<file path="src/rtl/pixel_writer_pkg.sv">
// Shared definitions for the pixel write path and the display read-out side.
// Holds the write-side state type, default frame-buffer geometry and a counter helper.
package pixel_writer_pkg;

  typedef enum logic [0:0] {
    IDLE  = 1'b0,
    CLEAR = 1'b1
  } wr_state_t;

  localparam int FB_WIDTH_DEF    = 320;
  localparam int FB_HEIGHT_DEF   = 180;
  localparam int SCALE_SHIFT_DEF = 2;

  function automatic logic [15:0] sat_inc16(input logic [15:0] value);
    return (value == 16'hFFFF) ? value : value + 16'd1;
  endfunction

endpackage

</file>
<file path="src/rtl/pixel_fifo.sv">
// Synchronous FIFO with a registered read port.
// A push on a full FIFO is accepted only when a pop frees a slot in the same cycle.
module pixel_fifo #(
  parameter int WIDTH = 24,
  parameter int DEPTH = 16
) (
  input  logic             clk_in,
  input  logic             rst_in,
  input  logic             push,
  input  logic             pop,
  input  logic [WIDTH-1:0] din,
  output logic             full,
  output logic             empty,
  output logic [WIDTH-1:0] dout
);

  localparam int PTR_W = $clog2(DEPTH);

  logic [WIDTH-1:0] mem_r [DEPTH];
  logic [PTR_W-1:0] wr_ptr_r;
  logic [PTR_W-1:0] rd_ptr_r;
  logic [PTR_W:0]   count_r;
  logic             do_push_s;
  logic             do_pop_s;

  assign full      = (count_r == (PTR_W + 1)'(DEPTH));
  assign empty     = (count_r == {(PTR_W + 1){1'b0}});
  assign do_pop_s  = pop && !empty;
  assign do_push_s = push && (!full || do_pop_s);

  // Storage array, no reset needed
  always_ff @(posedge clk_in) begin
    if (do_push_s) begin
      mem_r[wr_ptr_r] <= din;
    end
  end

  // Pointers, occupancy and registered read data
  always_ff @(posedge clk_in) begin
    if (!rst_in) begin
      wr_ptr_r <= {PTR_W{1'b0}};
      rd_ptr_r <= {PTR_W{1'b0}};
      count_r  <= {(PTR_W + 1){1'b0}};
      dout     <= {WIDTH{1'b0}};
    end else begin
      if (do_push_s) begin
        wr_ptr_r <= wr_ptr_r + PTR_W'(1);
      end
      if (do_pop_s) begin
        dout     <= mem_r[rd_ptr_r];
        rd_ptr_r <= rd_ptr_r + PTR_W'(1);
      end
      case ({do_push_s, do_pop_s})
        2'b10:   count_r <= count_r + (PTR_W + 1)'(1);
        2'b01:   count_r <= count_r - (PTR_W + 1)'(1);
        default: count_r <= count_r;
      endcase
    end
  end

endmodule

</file>
<file path="src/rtl/pixel_writer.sv">
// Clips and downscales painter coordinates, buffers them and writes them to the frame buffer.
// A clear sweep takes the write port; pixels arriving meanwhile wait in the FIFO.
module pixel_writer
  import pixel_writer_pkg::*;
#(
  parameter int FB_WIDTH    = FB_WIDTH_DEF,
  parameter int FB_HEIGHT   = FB_HEIGHT_DEF,
  parameter int SCALE_SHIFT = SCALE_SHIFT_DEF,
  parameter int COLOR_W     = 8,
  parameter int CLEAR_COLOR = 0,
  parameter int FIFO_DEPTH  = 16,
  parameter int ADDR_W      = $clog2(FB_WIDTH * FB_HEIGHT)
) (
  input  logic               clk_in,
  input  logic               rst_in,
  input  logic [10:0]        hcount_in,
  input  logic [9:0]         vcount_in,
  input  logic               data_valid_in,
  input  logic [COLOR_W-1:0] color_in,
  input  logic               clear_in,
  output logic [ADDR_W-1:0]  fb_addr_out,
  output logic [COLOR_W-1:0] fb_data_out,
  output logic               fb_we_out,
  output logic               busy_out,
  output logic [15:0]        drop_count_out,
  output logic [15:0]        clip_count_out
);

  localparam int                ENTRY_W   = ADDR_W + COLOR_W;
  localparam logic [ADDR_W-1:0] LAST_ADDR = ADDR_W'(FB_WIDTH * FB_HEIGHT - 1);

  logic [10:0]        col_s;
  logic [9:0]         row_s;
  logic               in_range_s;
  logic               s0_valid_r;
  logic [10:0]        s0_col_r;
  logic [9:0]         s0_row_r;
  logic [COLOR_W-1:0] s0_color_r;
  logic               s1_valid_r;
  logic [ADDR_W-1:0]  s1_prod_r;
  logic [10:0]        s1_col_r;
  logic [COLOR_W-1:0] s1_color_r;
  logic [ADDR_W-1:0]  push_addr_s;
  logic [ENTRY_W-1:0] fifo_din_s;
  logic [ENTRY_W-1:0] fifo_dout_s;
  logic               fifo_full_s;
  logic               fifo_empty_s;
  logic               drop_s;

  wr_state_t          state_r;
  wr_state_t          state_nx_s;
  logic [ADDR_W-1:0]  clr_cnt_r;
  logic               pop_s;
  logic               pop_d_r;
  logic               fb_we_s;
  logic [ADDR_W-1:0]  fb_addr_s;
  logic [COLOR_W-1:0] fb_data_s;
  logic               busy_s;

  assign col_s       = hcount_in >> SCALE_SHIFT;
  assign row_s       = vcount_in >> SCALE_SHIFT;
  assign in_range_s  = (col_s < 11'(FB_WIDTH)) && (row_s < 10'(FB_HEIGHT));
  assign push_addr_s = s1_prod_r + ADDR_W'(s1_col_r);
  assign fifo_din_s  = {push_addr_s, s1_color_r};
  // The stored entry is lost only if no pop frees a slot this cycle
  assign drop_s      = s1_valid_r && fifo_full_s && !pop_s;

  // Clip/scale stage and row-offset multiply stage
  always_ff @(posedge clk_in) begin
    if (!rst_in) begin
      s0_valid_r <= 1'b0;
      s0_col_r   <= 11'd0;
      s0_row_r   <= 10'd0;
      s0_color_r <= {COLOR_W{1'b0}};
      s1_valid_r <= 1'b0;
      s1_prod_r  <= {ADDR_W{1'b0}};
      s1_col_r   <= 11'd0;
      s1_color_r <= {COLOR_W{1'b0}};
    end else begin
      s0_valid_r <= data_valid_in && in_range_s;
      s0_col_r   <= col_s;
      s0_row_r   <= row_s;
      s0_color_r <= color_in;
      s1_valid_r <= s0_valid_r;
      s1_prod_r  <= ADDR_W'(s0_row_r) * ADDR_W'(FB_WIDTH);
      s1_col_r   <= s0_col_r;
      s1_color_r <= s0_color_r;
    end
  end

  pixel_fifo #(
    .WIDTH(ENTRY_W),
    .DEPTH(FIFO_DEPTH)
  ) u_fifo (
    .clk_in(clk_in),
    .rst_in(rst_in),
    .push  (s1_valid_r),
    .pop   (pop_s),
    .din   (fifo_din_s),
    .full  (fifo_full_s),
    .empty (fifo_empty_s),
    .dout  (fifo_dout_s)
  );

  // Saturating debug counters
  always_ff @(posedge clk_in) begin
    if (!rst_in) begin
      clip_count_out <= 16'd0;
      drop_count_out <= 16'd0;
    end else begin
      if (data_valid_in && !in_range_s) begin
        clip_count_out <= sat_inc16(clip_count_out);
      end
      if (drop_s) begin
        drop_count_out <= sat_inc16(drop_count_out);
      end
    end
  end

  // State register
  always_ff @(posedge clk_in) begin
    if (!rst_in) begin
      state_r <= IDLE;
    end else begin
      state_r <= state_nx_s;
    end
  end

  // Next-state logic; a clear request during a sweep is ignored
  always_comb begin
    state_nx_s = state_r;
    case (state_r)
      IDLE: begin
        if (clear_in) begin
          state_nx_s = CLEAR;
        end else begin
          state_nx_s = IDLE;
        end
      end
      CLEAR: begin
        if (clr_cnt_r == LAST_ADDR) begin
          state_nx_s = IDLE;
        end else begin
          state_nx_s = CLEAR;
        end
      end
      default: state_nx_s = IDLE;
    endcase
  end

  // Output decode: pop request and next write-port values
  always_comb begin
    pop_s     = 1'b0;
    fb_we_s   = 1'b0;
    fb_addr_s = fb_addr_out;
    fb_data_s = fb_data_out;
    busy_s    = 1'b0;
    case (state_r)
      IDLE: begin
        pop_s = !clear_in && !fifo_empty_s;
        if (pop_d_r) begin
          fb_we_s   = 1'b1;
          fb_addr_s = fifo_dout_s[ENTRY_W-1:COLOR_W];
          fb_data_s = fifo_dout_s[COLOR_W-1:0];
        end else begin
          fb_we_s = 1'b0;
        end
      end
      CLEAR: begin
        busy_s    = 1'b1;
        fb_we_s   = 1'b1;
        fb_addr_s = clr_cnt_r;
        fb_data_s = COLOR_W'(CLEAR_COLOR);
      end
      default: begin
        pop_s   = 1'b0;
        fb_we_s = 1'b0;
      end
    endcase
  end

  // Sweep address counter and registered write port
  always_ff @(posedge clk_in) begin
    if (!rst_in) begin
      clr_cnt_r   <= {ADDR_W{1'b0}};
      pop_d_r     <= 1'b0;
      fb_addr_out <= {ADDR_W{1'b0}};
      fb_data_out <= {COLOR_W{1'b0}};
      fb_we_out   <= 1'b0;
      busy_out    <= 1'b0;
    end else begin
      if ((state_r == CLEAR) && (clr_cnt_r != LAST_ADDR)) begin
        clr_cnt_r <= clr_cnt_r + ADDR_W'(1);
      end else begin
        clr_cnt_r <= {ADDR_W{1'b0}};
      end
      pop_d_r     <= pop_s;
      fb_addr_out <= fb_addr_s;
      fb_data_out <= fb_data_s;
      fb_we_out   <= fb_we_s;
      busy_out    <= busy_s;
    end
  end

endmodule

</file>
<file path="config.mk">
export PLATFORM = sky130hd
export DESIGN_NAME = pixel_writer
export DESIGN_NICKNAME = d
export VERILOG_FILES = /design/src/rtl/pixel_writer_pkg.sv /design/src/rtl/pixel_fifo.sv /design/src/rtl/pixel_writer.sv
export SDC_FILE = /design/constraint.sdc
export NUM_CORES = 1
export LEC_CHECK = 0
export CAP_MARGIN = 20
export CORE_ASPECT_RATIO = 1.25
export CORE_MARGIN = 2
export CORE_UTILIZATION = 54
export DETAILED_ROUTE_END_ITERATION = 12
export PLACE_DENSITY = 0.72
export SLEW_MARGIN = 0
export SYNTH_ARGS = -nofsm -noshare
export SYNTH_HDL_FRONTEND = slang
export SYNTH_HIERARCHICAL = 1
export SYNTH_SLANG_ARGS = --single-unit
</file>
<file path="constraint.sdc">
create_clock -name clk_in -period 4.5 [get_ports clk_in]
set_input_delay 0.675 -clock clk_in [delete_from_list [all_inputs] [get_ports clk_in]]
set_output_delay 0.675 -clock clk_in [all_outputs]
set_load 0.1 [all_outputs]
</file>
==> reports/metrics.cfg, run 1 <==
[power]
totalPowerFinal_mw=10.2
total_leakage_power_nw=8.15
power_per_cell_area_nw_per_um2=412
vdd_ir_drop_max_uv=245

[routing]
met2_wirelength_from_detailed_routing_um=22800
met3WireLength_um=2010
detailroute.via_count=11600
viasPerCell=5.85
drt_first_pass_iters=5
remaining_drc_errors=0
dr.max_layer_used=met4
drtAntennaViolNets=0
postRouteWirelength_um=43800
drtIter0Drc=765
post_route_m1_wl_um=17700
post_drt_wl_per_cell_um=22.0

[global_route]
grt_antenna_before_repair=0
grtUsageTotal=0.216
first_global_vias=11800
overflow=0
wire_length_of_the_first_global_routing_pass_um=67500
pin_count_of_the_biggest_net_entering_global_routing=54

[timing]
timing_hold_violations_final=0
slew_margin_rel=0.312
period_minus_slack_ps=3670
fin_crit_sh=0.815
final-max-slew-violation-count=0
tightestPinTransition_ps=1030
maxClockFrequency_mhz=273
finalClockSkew_ps=20.3
grt_setup_unrepaired=false
setup-violations-final=0
finalWorstSetupSlack_ps=835
final.setup.tns_ps=0

[critical_path]
cp_num_cells=12
critical_path.startpoint_type=register
timing.reg2reg.worst_path_depth=12
crit_arrival_ps=4130
worstPathRequired_ps=4970
critical_path.endpoint_type=register
path_max_fanout=10
critPathBufInv=2
path_cells=or4_1 -> buf_4 -> nor2_1 -> nor3_1 -> nand2b_1 -> a21oi_1 -> inv_1 -> fa_1 -> nand2b_1 -> a21oi_1 -> mux2_2 -> a221oi_1
crit_family=simple AND/OR/NAND/NOR gates
type_of_the_worst_setup_path=register to register
largest_stage_delay_on_the_critical_path_ps=530
crit_slowest_cell=sky130_fd_sc_hd__nor3_1

[floorplanning]
core_sq_um=39300
initial_core_util=0.549
fp-row-count=81
die-width_um=183
floorplan.die_area_sq_um=41600
die_height_um=228
num_io_pins=91

[yosys]
synth.ff_latch_count=551
number_of_cells_produced_by_synthesis=1332
postSynth.topFlopCell=sky130_fd_sc_hd__edfxtp_1
async_flop_share=0
synthesis.nets=1394
syn_avg_cell_area_sq_um=16.2
post_synth_instance_area_sq_um=21600
yosysSeqAreaShare=0.689
yosysWarnings=6
synth-edff-count=384
synthDistinctLibCells=62

[finish]
final_core_util=0.633
layout-drive-gt1-share=0.186
syn_to_final_growth_pct=15.3
num-nets-final=1509
n_antenna_cell=0
mostFrequentLayoutCell=sky130_fd_sc_hd__edfxtp_1
layout_common_cells=sky130_fd_sc_hd__edfxtp_1 (384), sky130_fd_sc_hd__dfxtp_1 (163), sky130_fd_sc_hd__nor2_1 (125), sky130_fd_sc_hd__mux4_2 (96), sky130_fd_sc_hd__clkdlybuf4s50_1 (85)
stdcell_area_sq_um=24900

[clock_tree]
cts.reportedPaths.clkPinSlew_ps=60
hold_buffers=0
worstSkewPairLatency_ps=580
tritoncts_num_sinks=551
cts_buffer_depth=3
postCtsResizedCells=0
tritoncts=done
clock-root-buffer=sky130_fd_sc_hd__clkbuf_16
post_cts_buffers=0
cts_made_buffers=51
htree_num_levels=2

[flow_run]
cap_viol_max_count=0

[placement]
quantity_of_i_o_buffers_inserted_on_ports=86
detailedPlace.worstSlack_ps=598
detailedPlacementHpwl_um=26400
weighted_congestion_reported_at_the_end_of_routability_driven_placement=0.792
dpl_cell_area_sq_um=23100

[run_status]
outcome=finished, final reports clean

[worst_hold_path]
whs_path_depth=1
worst_hold_path_type=register to register

[path summary, 6_finish.rpt]
check                    startpoint                 to  slack (ps)
hold reg to reg       s0_color_r[5]      s1_color_r[5]         430
hold / removal        s0_color_r[5]      s1_color_r[5]         430
setup / recovery  u_fifo/count_r[1]  u_fifo/count_r[4]         830
setup reg to reg  u_fifo/count_r[1]  u_fifo/count_r[4]         830
[cell usage after synthesis, types with 12 or more instances]
cell type,instances,area [sq um]
sky130_fd_sc_hd__a21oi_1,28,140
sky130_fd_sc_hd__and2_1,52,325
sky130_fd_sc_hd__nand3_1,24,120
sky130_fd_sc_hd__dfxtp_1,167,3340
sky130_fd_sc_hd__mux2i_1,58,581
sky130_fd_sc_hd__xor2_1,31,272
sky130_fd_sc_hd__inv_1,26,97.6
sky130_fd_sc_hd__clkbuf_1,28,105
sky130_fd_sc_hd__nand2_1,39,146
sky130_fd_sc_hd__ha_1,26,325
sky130_fd_sc_hd__mux2_2,25,282
sky130_fd_sc_hd__nor3_1,13,65.1
sky130_fd_sc_hd__xnor2_1,15,131
sky130_fd_sc_hd__mux4_2,96,2160
sky130_fd_sc_hd__a221o_1,24,240
sky130_fd_sc_hd__nand4_1,21,131
sky130_fd_sc_hd__edfxtp_1,384,11500
sky130_fd_sc_hd__buf_2,12,60.1
sky130_fd_sc_hd__nor2_1,137,514
[area by class of cell]
class	count	area (sq um)
multi-input combinational	689	6310
sequential	551	14900
fill	2755	14400
tap	498	623
clock buffer	79	1580
clock inverter	17	209
inverter	28	105
timing repair buffer	126	1180
[per-layer routing]
metal  vias up  track usage
li1       5310            -
met1      5950        0.270
met2       300        0.386
met3        68       0.0302
met4         0       0.0787
met5         -            0
[power by group]
part	total, mW	internal (mW)	switching [mW]
sequential	5.51	5.46	0.0415
combinational	0.274	0.0960	0.178
clock	4.47	2.66	1.81
total	10.2	8.22	2.03
[kinds of logic after synthesis]
group | count (synthesis) | synth area share
flops | 551 | 0.689
simple gates | 337 | 0.0775
mux | 179 | 0.140
compound gates | 98 | 0.0358
buf+inv | 92 | 0.0213
xor+xnor | 46 | 0.0187
fa+ha+maj | 29 | 0.0178
[through the flow]
step / hold WS [ps] / std cells
finish: 431 / 1988
CTS: 434 / 1983
global route: 453 / 1988
global placement: 415 / 1886
floorplan: 412 / 1332
detailed placement: 419 / 1887
[state kept, by name, summed over array words and instances (netlist names), 4 cells and up]
signal and cells:
clip_count_out 16, clr_cnt_r 16, drop_count_out 16, fb_addr_out 16, fb_data_out 8, s0_col_r 9
s0_color_r 8, s0_row_r 8, s1_col_r 9, s1_color_r 8, s1_prod_r 10, u_fifo/count_r 5
u_fifo/dout 24, u_fifo/mem_r 384, u_fifo/rd_ptr_r 4, u_fifo/wr_ptr_r 4
Note: power is estimated with default switching activity, not from simulation.
==> run 2, diff against run 1 <==
PLACE_DENSITY = 0.75   (was 0.72)
clock period = 3.05 ns   (was 4.5 ns; I/O delays follow)
==> reports/metrics.cfg, run 2 (synthesis results as in run 1) <==
[run_status]
outcome=finished, final reports clean

[power]
pwr-share-clk=0.429
switching_share=0.204
total_leakage_power_nw=8.28
vdd_ir_drop_max_uv=433
cell_internal_pwr_mw=11.9
power.share.combinational=0.028
p_switching_mw=3.05
power_per_cell_area_nw_per_um2=600
p_seq_frac=0.544

[clock_tree]
htree_num_levels=2
cts_buffer_depth=3
clock-root-buffer=sky130_fd_sc_hd__clkbuf_16
cts_made_buffers=50
tritoncts_num_sinks=551
worstSkewPairLatency_ps=580
tritoncts=done
post_cts_buffers=0
cts.reportedPaths.clkPinSlew_ps=60

[critical_path]
cp_num_cells=11
type_of_the_worst_setup_path=register to register
timing.reg2reg.worst_path_depth=11
regToRegEndpoint=u_fifo/count_r[4]
critPathBufInv=1
crit_end=u_fifo/count_r[4]
largest_stage_delay_on_the_critical_path_ps=600
path_max_fanout=5
crit-reg2reg-launch=u_fifo/count_r[0]
crit_slowest_cell=sky130_fd_sc_hd__or4_1
worstPathRequired_ps=3520
worstSetupStartpoint=u_fifo/count_r[0]
critical_path.endpoint_type=register
crit_arrival_ps=3290
critical_path.startpoint_type=register
path_cells=or4_1 -> nor2_2 -> nor3_1 -> nand2b_1 -> a21oi_2 -> buf_4 -> ha_1 -> nand2b_1 -> a21oi_2 -> mux2_2 -> a221oi_1
crit_family=simple AND/OR/NAND/NOR gates
reg2reg_setup_slack_ps=230

[floorplanning]
fp-row-count=81
floorplan.die_area_sq_um=41600
die_height_um=228
num_io_pins=91
initial_core_util=0.549
die-width_um=183
core_sq_um=39300

[global_route]
grtUsageTotal=0.219
grt_antenna_before_repair=0
overflow=0
first_global_vias=11900
wire_length_of_the_first_global_routing_pass_um=68300
pin_count_of_the_biggest_net_entering_global_routing=59

[routing]
dr.max_layer_used=met4
drtIter0Drc=931
remaining_drc_errors=0
postRouteWirelength_um=44400
drtAntennaViolNets=0
post_route_m1_wl_um=17700
met2_wirelength_from_detailed_routing_um=23100
drt_first_pass_iters=4
post_drt_wl_per_cell_um=22.2
detailroute.via_count=11700
met3WireLength_um=2390
viasPerCell=5.87

[timing]
timing.hold.ws_ps=394
maxClockFrequency_mhz=355
period_minus_slack_ps=2820
final.setup.tns_ps=0
timing_hold_violations_final=0
tightestPinTransition_ps=1070
setup-violations-final=0
slew_margin_rel=0.284
final-max-slew-violation-count=0
finalClockSkew_ps=18.6
fin_crit_sh=0.924
grt_setup_unrepaired=false

[finish]
mostFrequentLayoutCell=sky130_fd_sc_hd__edfxtp_1
layout_common_cells=sky130_fd_sc_hd__edfxtp_1 (384), sky130_fd_sc_hd__dfxtp_1 (163), sky130_fd_sc_hd__nor2_1 (124), sky130_fd_sc_hd__buf_4 (101), sky130_fd_sc_hd__mux4_2 (96)
syn_to_final_growth_pct=15.3
reg.largest.list=u_fifo/mem_r: 384 flops, u_fifo/dout: 24 flops
num-nets-final=1520
layout-drive-gt1-share=0.235
n_antenna_cell=0
largest_reg_flops=384
fin_cells=1998
fill_cells=2746
top_register=u_fifo/mem_r

[placement]
dp.cells=1903
quantity_of_i_o_buffers_inserted_on_ports=86
weighted_congestion_reported_at_the_end_of_routability_driven_placement=0.814
detailedPlacementHpwl_um=27000

[flow_run]
cap_viol_max_count=0

[worst_hold_path]
hp-start=rst_in
worst_hold_path_type=input port to register

## run 2: changes by cell type in the layout (fill, tap and decap cells not counted), sizes merged
cell           before  now
clkdlybuf4s50      85   27
clkinvlp            1    3
clkinv             12   18
inv                28   33
clkbuf             79   64
buf                41  111
## run 2: worst min path at each step
stage                          to  cells after the start
4_1_cts        u_fifo/wr_ptr_r[3]                      3
2_1_floorplan         s1_col_r[0]                      1
6_report              s0_col_r[5]                      2
3_3_place_gp        s1_color_r[6]                      1
5_1_grt                   pop_d_r                      2
3_5_place_dp        s1_color_r[4]                      1
## run 2: worst reg2reg max path: stages, from the launching register on
cell and delay [ps]:
sky130_fd_sc_hd__dfxtp_1 350, sky130_fd_sc_hd__or4_1 600, sky130_fd_sc_hd__nor2_2 150, sky130_fd_sc_hd__nor3_1 90, sky130_fd_sc_hd__nand2b_1 130, sky130_fd_sc_hd__a21oi_2 50
sky130_fd_sc_hd__buf_4 170, sky130_fd_sc_hd__ha_1 320, sky130_fd_sc_hd__nand2b_1 100, sky130_fd_sc_hd__a21oi_2 160, sky130_fd_sc_hd__mux2_2 350, sky130_fd_sc_hd__a221oi_1 260
## run 2: final cells by class
type	instances	area (sq um)	share of cell area
sequential	551	14900	0.598
tap	498	623	0.0250
clock inverter	30	282	0.0113
multi-input combinational	689	6350	0.255
clock buffer	64	1430	0.0575
inverter	28	105	0.00422
timing repair buffer	138	1210	0.0488
## run 2: power groups by stage
stage	Combinational (mW)	Sequential, mW	Clock, mW
after global placement	0.398	8.28	0
after global routing	0.450	8.13	6.82
after floorplan	0.209	8.31	0
final	0.412	8.13	6.41
after detailed placement	0.411	8.29	0
after CTS	0.412	8.13	6.53
## run 2: through the flow
stage / setup slack [ps] / total power, mW / instance area [sq um] / util
after floorplan: 48.9 / 8.52 / 21600 / -
after global placement: 105 / 8.68 / 23200 / 0.589
after detailed placement: 54.0 / 8.70 / 23200 / 0.589
after CTS: 163 / 15.1 / 24900 / 0.633
after global routing: 42.3 / 15.4 / 24900 / 0.633
final: 232 / 14.9 / 24900 / 0.633
## run 2: per-layer routing
layer,up-vias,GRT usage
li1,5344,-
met1,5978,0.281
met2,342,0.385
met3,73,0.0299
met4,0,0.0785
met5,-,0
## run 2: repair_timing
| item | CTS | global route |
|---|---|---|
| endpoints found under the hold margin | 0 | 0 |
| resized for setup | 0 | 2 |
| endpoints found under the setup margin | 0 | 1 |
| hold buffers | 0 | 0 |
